### config.mk
export PLATFORM = sky130hd
export DESIGN_NAME = hazard_ctrl_flat
export DESIGN_NICKNAME = d
export VERILOG_FILES = /design/src/rtl/hazard_ctrl_if.sv /design/src/rtl/hazard_ctrl.sv /design/src/flat_wrapper.sv
export SDC_FILE = /design/constraint.sdc
export NUM_CORES = 1
export LEC_CHECK = 0
export BUFFER_PORTS_ARGS = -buffer_cell sky130_fd_sc_hd__buf_2
export CORE_MARGIN = 8
export CORE_UTILIZATION = 47
export DETAILED_ROUTE_END_ITERATION = 12
export PLACE_DENSITY = 0.82
export SYNTH_ARGS = -nofsm -noshare
export SYNTH_HDL_FRONTEND = slang
export SYNTH_SLANG_ARGS = --single-unit
### constraint.sdc
create_clock -name clk -period 2.3 [get_ports clk]
set_input_delay 0.46 -clock clk [delete_from_list [all_inputs] [get_ports clk]]
set_output_delay 0.46 -clock clk [all_outputs]
set_load 0.02 [all_outputs]
### src/rtl/hazard_ctrl_if.sv
// Handshake bundle between the pipeline datapath and the hazard controller.
// The datapath side drives decode/resolve status; the controller drives stage enables, forwarding selects and counters.
interface hazard_ctrl_if #(
  parameter int PERF_W = 32
);
  logic              id_valid;
  logic [9:0]        id_optype;
  logic [4:0]        id_rs1;
  logic [4:0]        id_rs2;
  logic [4:0]        id_rd;
  logic              ex_br_taken;
  logic              dmem_ready;
  logic              pc_we;
  logic              ifid_we;
  logic              ifid_flush;
  logic              idex_we;
  logic              idex_flush;
  logic              exmem_we;
  logic              memwb_we;
  logic [1:0]        fwd_a;
  logic [1:0]        fwd_b;
  logic [PERF_W-1:0] cnt_lduse;
  logic [PERF_W-1:0] cnt_memwait;
  logic [PERF_W-1:0] cnt_flush;

  modport master (
    output id_valid, id_optype, id_rs1, id_rs2, id_rd, ex_br_taken, dmem_ready,
    input  pc_we, ifid_we, ifid_flush, idex_we, idex_flush, exmem_we, memwb_we,
    input  fwd_a, fwd_b, cnt_lduse, cnt_memwait, cnt_flush
  );

  modport slave (
    input  id_valid, id_optype, id_rs1, id_rs2, id_rd, ex_br_taken, dmem_ready,
    output pc_we, ifid_we, ifid_flush, idex_we, idex_flush, exmem_we, memwb_we,
    output fwd_a, fwd_b, cnt_lduse, cnt_memwait, cnt_flush
  );
endinterface

### src/rtl/hazard_ctrl.sv
// Five-stage pipeline sequencing: stage enables, flushes, load-use bubbles,
// memory-wait freezes and EX operand forwarding, from shadow copies of EX/MEM/WB metadata.
module hazard_ctrl #(
  parameter int PERF_W = 32
) (
  input  logic         clk,
  input  logic         rst_n,
  hazard_ctrl_if.slave bus
);

  typedef struct packed {
    logic [4:0] rs1;
    logic [4:0] rs2;
    logic [4:0] rd;
    logic       use1;
    logic       use2;
    logic       regwen;
    logic       load;
    logic       memop;
  } meta_t;

  function automatic meta_t decode(input logic [9:0] op, input logic [4:0] rs1,
                                   input logic [4:0] rs2, input logic [4:0] rd);
    meta_t m;
    m.rs1    = rs1;
    m.rs2    = rs2;
    m.rd     = rd;
    m.use1   = op[0] | op[1] | op[2] | op[3] | op[5] | op[6];
    m.use2   = op[0] | op[5] | op[6];
    m.regwen = op[0] | op[1] | op[2] | op[3] | op[7] | op[8] | op[9];
    m.load   = op[2];
    m.memop  = op[2] | op[5];
    return m;
  endfunction

  function automatic logic [PERF_W-1:0] sat_inc(input logic [PERF_W-1:0] v);
    return (&v) ? v : v + {{(PERF_W-1){1'b0}}, 1'b1};
  endfunction

  // MEM beats WB; a load sitting in MEM has no result yet and is never a source.
  function automatic logic [1:0] fwd_sel(input logic used, input logic [4:0] rs,
                                         input logic mem_vld, input meta_t mem,
                                         input logic wb_vld, input meta_t wb);
    if (!used || rs == 5'd0)                                  return 2'b00;
    if (mem_vld && mem.regwen && !mem.load && mem.rd == rs)   return 2'b10;
    if (wb_vld && wb.regwen && wb.rd == rs)                   return 2'b01;
    return 2'b00;
  endfunction

  logic              r_ex_vld, r_mem_vld, r_wb_vld;
  meta_t             r_ex, r_mem, r_wb;
  logic [PERF_W-1:0] r_cnt_lduse, r_cnt_memwait, r_cnt_flush;

  meta_t w_id;
  logic  w_memwait, w_redirect, w_lduse, w_hit1, w_hit2;

  assign w_id       = decode(bus.id_optype, bus.id_rs1, bus.id_rs2, bus.id_rd);
  assign w_memwait  = r_mem_vld & r_mem.memop & ~bus.dmem_ready;
  assign w_redirect = ~w_memwait & r_ex_vld & bus.ex_br_taken;
  assign w_hit1     = w_id.use1 & (bus.id_rs1 == r_ex.rd);
  assign w_hit2     = w_id.use2 & (bus.id_rs2 == r_ex.rd);
  assign w_lduse    = ~w_memwait & ~w_redirect & r_ex_vld & r_ex.load &
                      (r_ex.rd != 5'd0) & bus.id_valid & (w_hit1 | w_hit2);

  assign bus.pc_we       = ~w_memwait & ~w_lduse;
  assign bus.ifid_we     = ~w_memwait & ~w_lduse;
  assign bus.ifid_flush  = w_redirect;
  assign bus.idex_we     = ~w_memwait;
  assign bus.idex_flush  = w_redirect | w_lduse;
  assign bus.exmem_we    = ~w_memwait;
  assign bus.memwb_we    = ~w_memwait;

  // A bubble in EX has no operands to forward.
  assign bus.fwd_a = r_ex_vld ? fwd_sel(r_ex.use1, r_ex.rs1, r_mem_vld, r_mem, r_wb_vld, r_wb) : 2'b00;
  assign bus.fwd_b = r_ex_vld ? fwd_sel(r_ex.use2, r_ex.rs2, r_mem_vld, r_mem, r_wb_vld, r_wb) : 2'b00;

  assign bus.cnt_lduse   = r_cnt_lduse;
  assign bus.cnt_memwait = r_cnt_memwait;
  assign bus.cnt_flush   = r_cnt_flush;

  always_ff @(posedge clk or negedge rst_n) begin
    if (!rst_n) begin
      r_ex_vld      <= 1'b0;
      r_mem_vld     <= 1'b0;
      r_wb_vld      <= 1'b0;
      r_cnt_lduse   <= '0;
      r_cnt_memwait <= '0;
      r_cnt_flush   <= '0;
    end else begin
      if (!w_memwait) begin
        r_wb_vld  <= r_mem_vld;
        r_mem_vld <= r_ex_vld;
        r_ex_vld  <= bus.id_valid & ~w_redirect & ~w_lduse;
      end
      if (w_memwait)  r_cnt_memwait <= sat_inc(r_cnt_memwait);
      if (w_redirect) r_cnt_flush   <= sat_inc(r_cnt_flush);
      if (w_lduse)    r_cnt_lduse   <= sat_inc(r_cnt_lduse);
    end
  end

  // Metadata is only meaningful under its valid bit, so it carries no reset.
  always_ff @(posedge clk) begin
    if (!w_memwait) begin
      r_wb  <= r_mem;
      r_mem <= r_ex;
      r_ex  <= w_id;
    end
  end

endmodule

### src/flat_wrapper.sv
// flat-port wrapper written by rule: the top's interface ports become plain ports
module hazard_ctrl_flat 
#(
  parameter int PERF_W = 32
)
  (clk, rst_n, bus_id_valid, bus_id_optype, bus_id_rs1, bus_id_rs2, bus_id_rd, bus_ex_br_taken, bus_dmem_ready, bus_pc_we, bus_ifid_we, bus_ifid_flush, bus_idex_we, bus_idex_flush, bus_exmem_we, bus_memwb_we, bus_fwd_a, bus_fwd_b, bus_cnt_lduse, bus_cnt_memwait, bus_cnt_flush);
  hazard_ctrl_if #(.PERF_W(PERF_W)) bus_i ();
  input  logic clk;
  input  logic rst_n;
  input wire logic [$bits(bus_i.id_valid)-1:0] bus_id_valid;
  input wire logic [$bits(bus_i.id_optype)-1:0] bus_id_optype;
  input wire logic [$bits(bus_i.id_rs1)-1:0] bus_id_rs1;
  input wire logic [$bits(bus_i.id_rs2)-1:0] bus_id_rs2;
  input wire logic [$bits(bus_i.id_rd)-1:0] bus_id_rd;
  input wire logic [$bits(bus_i.ex_br_taken)-1:0] bus_ex_br_taken;
  input wire logic [$bits(bus_i.dmem_ready)-1:0] bus_dmem_ready;
  output wire logic [$bits(bus_i.pc_we)-1:0] bus_pc_we;
  output wire logic [$bits(bus_i.ifid_we)-1:0] bus_ifid_we;
  output wire logic [$bits(bus_i.ifid_flush)-1:0] bus_ifid_flush;
  output wire logic [$bits(bus_i.idex_we)-1:0] bus_idex_we;
  output wire logic [$bits(bus_i.idex_flush)-1:0] bus_idex_flush;
  output wire logic [$bits(bus_i.exmem_we)-1:0] bus_exmem_we;
  output wire logic [$bits(bus_i.memwb_we)-1:0] bus_memwb_we;
  output wire logic [$bits(bus_i.fwd_a)-1:0] bus_fwd_a;
  output wire logic [$bits(bus_i.fwd_b)-1:0] bus_fwd_b;
  output wire logic [$bits(bus_i.cnt_lduse)-1:0] bus_cnt_lduse;
  output wire logic [$bits(bus_i.cnt_memwait)-1:0] bus_cnt_memwait;
  output wire logic [$bits(bus_i.cnt_flush)-1:0] bus_cnt_flush;
  assign bus_i.id_valid = bus_id_valid;
  assign bus_i.id_optype = bus_id_optype;
  assign bus_i.id_rs1 = bus_id_rs1;
  assign bus_i.id_rs2 = bus_id_rs2;
  assign bus_i.id_rd = bus_id_rd;
  assign bus_i.ex_br_taken = bus_ex_br_taken;
  assign bus_i.dmem_ready = bus_dmem_ready;
  assign bus_pc_we = bus_i.pc_we;
  assign bus_ifid_we = bus_i.ifid_we;
  assign bus_ifid_flush = bus_i.ifid_flush;
  assign bus_idex_we = bus_i.idex_we;
  assign bus_idex_flush = bus_i.idex_flush;
  assign bus_exmem_we = bus_i.exmem_we;
  assign bus_memwb_we = bus_i.memwb_we;
  assign bus_fwd_a = bus_i.fwd_a;
  assign bus_fwd_b = bus_i.fwd_b;
  assign bus_cnt_lduse = bus_i.cnt_lduse;
  assign bus_cnt_memwait = bus_i.cnt_memwait;
  assign bus_cnt_flush = bus_i.cnt_flush;
  hazard_ctrl #(.PERF_W(PERF_W)) u_core (.clk(clk), .rst_n(rst_n), .bus(bus_i));
endmodule
==> metrics.txt, run 1 <==
outcome=complete, but fails checks; failing checks=setup timing; worst vdd rail ir drop=0.423 mV; reg2reg setup slack=0.09 ns; max-capacitance violation count=0; IO Port Bufs=135; sequential share of power=43.0%; Yosys top cell area share=40.6%; Syn Area/Cell=11.5 µm²; Overall Power=6520 µW; top post-synthesis cells by area=dfrtp_1 (41%), edfxtp_1 (17%), xnor2_1 (9.5%); HPWL after DPL=10.5 mm; CTS root buffer=clkbuf_16; static leakage=0.00388 µW; FF-to-FF path depth=8; initial antenna violation count=1; Sw Share=25.2%; CTS tree=done; CP peak stage delay=0.56 ns; Final Skew=0.00575 ns; fill count=980; Final Max Tran Viols=0; worst hold path class=in -> async; reg-to-reg critical path startpoint=u_core.r_ex[6]$_DFFE_PN_; Post-Syn Nets=562; global route overflow=0; final setup margin=-0.155 ns; CP top delay family=simple AND/OR/NAND/NOR gates; CP Max Fanout=4; Buffers & Inverters on Critical Path=1; CTS Buf Count=17; DR vias/cell=5.26; clock sink count=133; GRT Total Usage=17.7%; vias in the first global route=4797; Unique masters post-synth=40; crit end category=output pin; Crit Reg-Reg Endpoint=u_core.bus.cnt_lduse[19]$_DFFE_PN0P_; Clk network pwr share=45.1%; DRC=0; maximum clock path buffer count=2; final setup fails=6; Crit Path Category=reg -> out; pin count of the biggest net entering global routing=100; initial DRC count=206; CP Launch Type=register; number of register bits inferred by synthesis=133; sequential cell area fraction in the yosys report=57.3%; routed len/inst=16.4 µm; Worst Tran Pin Value=0.599 ns; Slowest cell on crit path=or4_4; Die Wd=130 µm; total routed wirelength=14.7 mm; vias=4710; Initial Util=48.2%; core area=12700 µm²; Yosys top cell by area=dfrtp_1; Yosys Warn Count=0; Setup WS pre-CTS=0.00743 ns; fin nets=743; share of layout cells above drive strength 1=33.2%; Worst EP arrival=2.00 ns; DRT antenna net count=0; # H-tree levels=4; die area=16900 µm²; Max Freq=407 MHz; Cells after Synth=529; First-pass DRT Iterations=4; Inserted Diodes=0; Hold WS=0.0751 ns; I/O Pins=137; period utilization=107%; hold violation count in the final report=0; Cell Area, Synth=6100 µm²; WP data required=1.84 ns; RSZ-0062 raised after global routing=yes; Comb power frac=11.9%; internal power=4880 µW; FP Rows=41; Switching Power=1640 µW; power density cells=808 nW/µm²; gpl congestion=0.912; die height=130 µm; Clock Pin Slew Worst Setup and Hold Paths=0.06 ns; CP cell instances=or4_4, nor2_4, nor3_2, a21oi_2, buf_4; first-pass GRT wire length=23.6 mm; Tmin final=2.46 ns; CP Depth=5; area grow syn2layout=32.1%; Worst-Skew Late Latency=0.41 ns; Max-slew headroom=59.6%
stage by stage:
stage | cells | area (µm²) | utilization, % | TNS [ns]
finish | 895 | 8060 | 63.6 | -0.529
CTS | 892 | 7920 | 62.5 | -0.766
floorplan | 529 | 6110 | - | 0
detailed placement | 849 | 7120 | 56.2 | 0
global placement | 849 | 7120 | 56.2 | 0
global route | 895 | 8060 | 63.6 | -1.09
worst max-delay path by stage:
stage | endpoint | from
floorplan | bus_pc_we | bus_id_optype[1]
global placement | u_core.bus.cnt_lduse[19]$_DFFE_PN0P_ | bus_id_rs1[2]
detailed placement | u_core.bus.cnt_lduse[17]$_DFFE_PN0P_ | bus_id_rs1[2]
CTS | bus_idex_flush | u_core.r_ex[6]$_DFFE_PN_
global route | bus_pc_we | u_core.r_ex[6]$_DFFE_PN_
finish | bus_pc_we | u_core.r_ex[6]$_DFFE_PN_
power groups by stage:
stage / combinational [µW] / clock, µW / sequential, µW
after floorplan: 322 / 0 / 2900
after detailed placement: 702 / 0 / 2840
after global routing: 840 / 3090 / 2830
after global placement: 678 / 0 / 2820
final: 775 / 2940 / 2800
after CTS: 751 / 2990 / 2790
synthesized netlist by cell type (all sizes together):
| library cell | instances |
|---|---|
| xnor2 | 66 |
| o21ai | 3 |
| o2111ai | 1 |
| a211o | 1 |
| xor2 | 57 |
| nor3 | 26 |
| nand3b | 2 |
| a21oi | 1 |
| clkbuf | 2 |
| o31ai | 1 |
| nand4b | 1 |
| or4 | 5 |
| nand4 | 22 |
| nor3b | 1 |
| ha | 3 |
| nor4 | 14 |
| nor4b | 2 |
| mux2 | 3 |
| buf | 4 |
| edfxtp | 34 |
| nand2 | 40 |
| nor2 | 36 |
| o311ai | 1 |
| o31a | 1 |
| and3 | 18 |
| and4 | 8 |
| a31oi | 1 |
| nand3 | 52 |
| or3 | 2 |
| dfrtp | 99 |
| inv | 15 |
| o22ai | 2 |
| or2 | 5 |
cells by family after synthesis:
family	synth area share, %
DFF	57.3
and+or+nand+nor	20.6
xor gates and xnor gates	17.7
muxes	0.553
adders and majority gates	0.615
AOI/OAI and AO/OA	1.78
buffers and inverters	1.50
worst reg2reg max path: stages (launching register included):
cell and delay (ns):
edfxtp_1 0.46, xor2_1 0.19, a211o_1 0.33, o22ai_4 0.19, buf_6 0.14, nand3_1 0.10
buf_4 0.25, nor4_2 0.30, xor2_1 0.17
state kept, by name, indices dropped and copies added, names as in the netlist:
register,count
u_core.r_wb,6
u_core.bus.cnt_lduse,32
u_core.r_mem,8
u_core.bus.cnt_flush,32
u_core.r_mem_vld,1
u_core.r_ex,20
u_core.r_ex_vld,1
u_core.r_wb_vld,1
u_core.bus.cnt_memwait,32
metal layers:
layer	GRT usage, %	part of all wire, %	up-vias
met5	0	0.068	-
met4	8.33	2.2	2
met3	5.39	7.3	29
met2	27.6	47	167
met1	22.1	43	2284
li1	-	-	2228
layout by cell type (no fill, tap or decap), types with 3 or more instances in the layout:
cell type	n
buf_2	127
clkinvlp_4	3
nor4_1	5
buf_4	35
nor3_1	20
nand3_1	52
dfrtp_1	99
mux2_2	3
inv_1	14
nand4_1	22
clkbuf_16	17
nor4_2	8
bufinv_16	5
and4_1	8
edfxtp_1	34
or4_4	4
xor2_1	57
xnor2_1	65
nor3_2	6
nand2_1	38
nor2_1	34
and3_1	18
buf_6	5
or2_2	5
ha_1	3
final cells by class:
cell class | instances | area, µm² | share of cell area (%)
Sequential cell | 133 | 3500 | 43.4
Multi-Input combinational cell | 375 | 2670 | 33.1
Timing Repair Buffer | 168 | 975 | 12.1
Clock buffer | 18 | 439 | 5.45
Tap cell | 172 | 215 | 2.67
Clock inverter | 14 | 205 | 2.55
Inverter | 15 | 58.8 | 0.729
what timing repair did:
action / 4_1_cts / 5_1_grt
setup endpoints to repair: 7 / 14
hold buffers: 0 / 0
pin swaps: 15 / 8
resized for setup: 22 / 21
setup buffers: 11 / 3
No activity file was read; power rests on OpenSTA's default activity.
==> inputs of run 2 (changes only) <==
Settings changed: CORE_ASPECT_RATIO from default to 2.
==> metrics.txt, run 2 (synthesized netlist as in run 1, its figures left out) <==
DP Cell Count=828 (-2.5%); power density cells=770 nW/µm² (-4.7%); final setup margin=-0.124 ns (+0.0314 ns); RSZ-0062 raised after global routing=yes; hold violation count in the final report=0 (unchanged); Non-Filler Instances=884 (-1.2%); initial DRC count=152 (-26%); share of layout cells above drive strength 1=35.1% (+1.9 points); first-pass GRT wire length=23.7 mm (+0.62%); internal power=4570 µW (-6.3%); GRT Total Usage=17.7% (about the same); CP cell instances=or4_4, o21ai_4, nor4_2, and4_1, buf_6; period utilization=105% (-1.4 points); worst hold path class=in -> async; reg2reg setup slack=-0.01 ns (-0.10 ns); fin nets=752 (+1.2%); I/O Pins=137 (unchanged); IO Port Bufs=135 (unchanged); vias=4760 (+1.1%); Inserted Diodes=0 (unchanged); routed len/inst=17.6 µm (+7.2%); fill count=991 (+1.1%); DR vias/cell=5.38 (+2.3%); Worst-Skew Late Latency=0.41 ns (about the same); maximum clock path buffer count=2 (unchanged); total routed wirelength=15.6 mm (+5.9%); Clk network pwr share=43.2% (-1.9 points); CP peak stage delay=0.57 ns (about the same); worst vdd rail ir drop=0.677 mV (+60%); failing checks=setup timing; outcome=complete, but fails checks; Worst Tran Pin Value=0.629 ns (+0.0304 ns); max-capacitance violation count=0 (unchanged); Max-slew headroom=57.7% (-1.9 points); WP data required=1.84 ns (about the same); CTS root buffer=clkbuf_16; Final Util=63.7% (+0.10 points); Tmin final=2.42 ns (-0.0314 ns); Initial Util=47.5% (-0.65 points); First-pass DRT Iterations=4 (unchanged); core area=12800 µm² (+1.4%); pin count of the biggest net entering global routing=46 (-54%); CTS Buf Count=17 (unchanged); final setup fails=8 (+2); Worst EP arrival=1.96 ns (-0.04 ns); Crit Path Category=reg -> out; crit end category=output pin; setup TNS=-0.627 ns (-0.0986 ns); Slowest cell on crit path=or4_4; sequential share of power=44.3% (+1.3 points); Clock Pin Slew Worst Setup and Hold Paths=0.06 ns (about the same); Final Max Tran Viols=0 (unchanged); die height=177 µm (+36%); DRC=0 (unchanged); CP Launch Type=register; gpl congestion=0.837 (-8.3%); Crit Reg-Reg Endpoint=u_core.bus.cnt_lduse[31]$_DFFE_PN0P_; Max Freq=413 MHz (+1.3%); # H-tree levels=4 (unchanged); CP Max Fanout=3 (-1); die area=17100 µm² (+1.3%); Die Wd=96.6 µm (-26%); FP Rows=59 (+44%); area grow syn2layout=34.1%; most common cell after layout, fill and taps aside=buf_2; area taken by multi-input logic gates=2760 µm² (+3.5%); Final Skew=0.0125 ns (+0.00676 ns); Comb power frac=12.5% (+0.6 points); initial antenna violation count=0 (-1); Switching Power=1730 µW (+5.6%); Sw Share=27.5% (+2.3 points); DRT antenna net count=0 (unchanged); HPWL after DPL=10.7 mm (+1.8%); static leakage=0.00399 µW (+3.0%); vias in the first global route=4945 (+3.1%); CTS tree=done; clock sink count=133 (unchanged); commonest cells after routing, fill and taps aside=buf_2 (127), dfrtp_1 (99), xnor2_1 (66); FF-to-FF path depth=5 (-3); Reg area=3500 µm² (unchanged); global route overflow=0 (unchanged); reg-to-reg critical path startpoint=u_core.bus.cnt_lduse[10]$_DFFE_PN0P_
run 2: changes by cell type in the layout (fill, tap and decap cells not counted), sizes merged:
cell      delta
inv          +4
clkinv       +1
bufinv       -3
buf          +8
clkinvlp     -1
run 2: power groups by stage:
stage	registers [µW]	clock network, µW	logic, µW
2_1_floorplan	2900	0	322
3_3_place_gp	2830	0	675
3_5_place_dp	2840	0	695
4_1_cts	2790	2760	758
5_1_grt	2820	2850	868
6_report	2790	2720	789
run 2: worst max-delay path by stage:
stage	startpoint	to	slack (ns)
final	u_core.r_ex[19]$_DFFE_PN_	bus_fwd_a[0]	-0.12
after global routing	u_core.r_ex[6]$_DFFE_PN_	bus_idex_flush	-0.20
after CTS	u_core.r_ex[7]$_DFFE_PN_	bus_idex_flush	-0.12
after detailed placement	bus_id_optype[2]	u_core.bus.cnt_lduse[19]$_DFFE_PN0P_	0.03
after global placement	bus_id_optype[2]	u_core.bus.cnt_lduse[19]$_DFFE_PN0P_	0.08
after floorplan	bus_id_optype[1]	bus_pc_we	0.06
run 2: metrics by stage:
step,setup WS (ns),total power [µW],hold slack (ns),area [µm²]
final,-0.124,6300,0.0549,8190
after detailed placement,0.0341,3530,0.417,7100
after floorplan,0.0591,3230,0.164,6110
after CTS,-0.120,6310,0.0732,7870
after global routing,-0.203,6530,0.0982,8190
after global placement,0.0761,3500,0.405,7100
run 2: routing by layer:
layer / up-vias / track usage [%] / part of all wire [%]
met1: 2335 / 21.6 / 41
met4: 0 / 5.79 / 1.5
met5: - / 0 / 0
met2: 152 / 29.3 / 51
li1: 2254 / - / -
met3: 19 / 4.29 / 6.5
run 2: worst max-delay path, delay by kind of cell, from the launching register on:
family                 cells  cell delay [ns]
and+or+nand+nor            3             0.79
DFF                        1             0.44
AOI/OAI and AO/OA          1             0.19
buffers and inverters      1             0.13
run 2: timing repair:
| action | CTS | global route |
|---|---|---|
| cloned | 0 | 1 |
| setup buffers | 15 | 8 |
| hold buffers | 0 | 0 |
| resized for setup | 20 | 40 |
| endpoints found under the setup margin | 7 | 26 |
| pin swaps | 14 | 14 |
run 2: layout make-up:
class	count	area share, %
inverter	15	0.718
clock inverter	15	2.06
tap	152	2.32
clock buffer	17	5.20
timing repair buffer	177	13.2
multi-input combinational	375	33.8
sequential	133	42.7
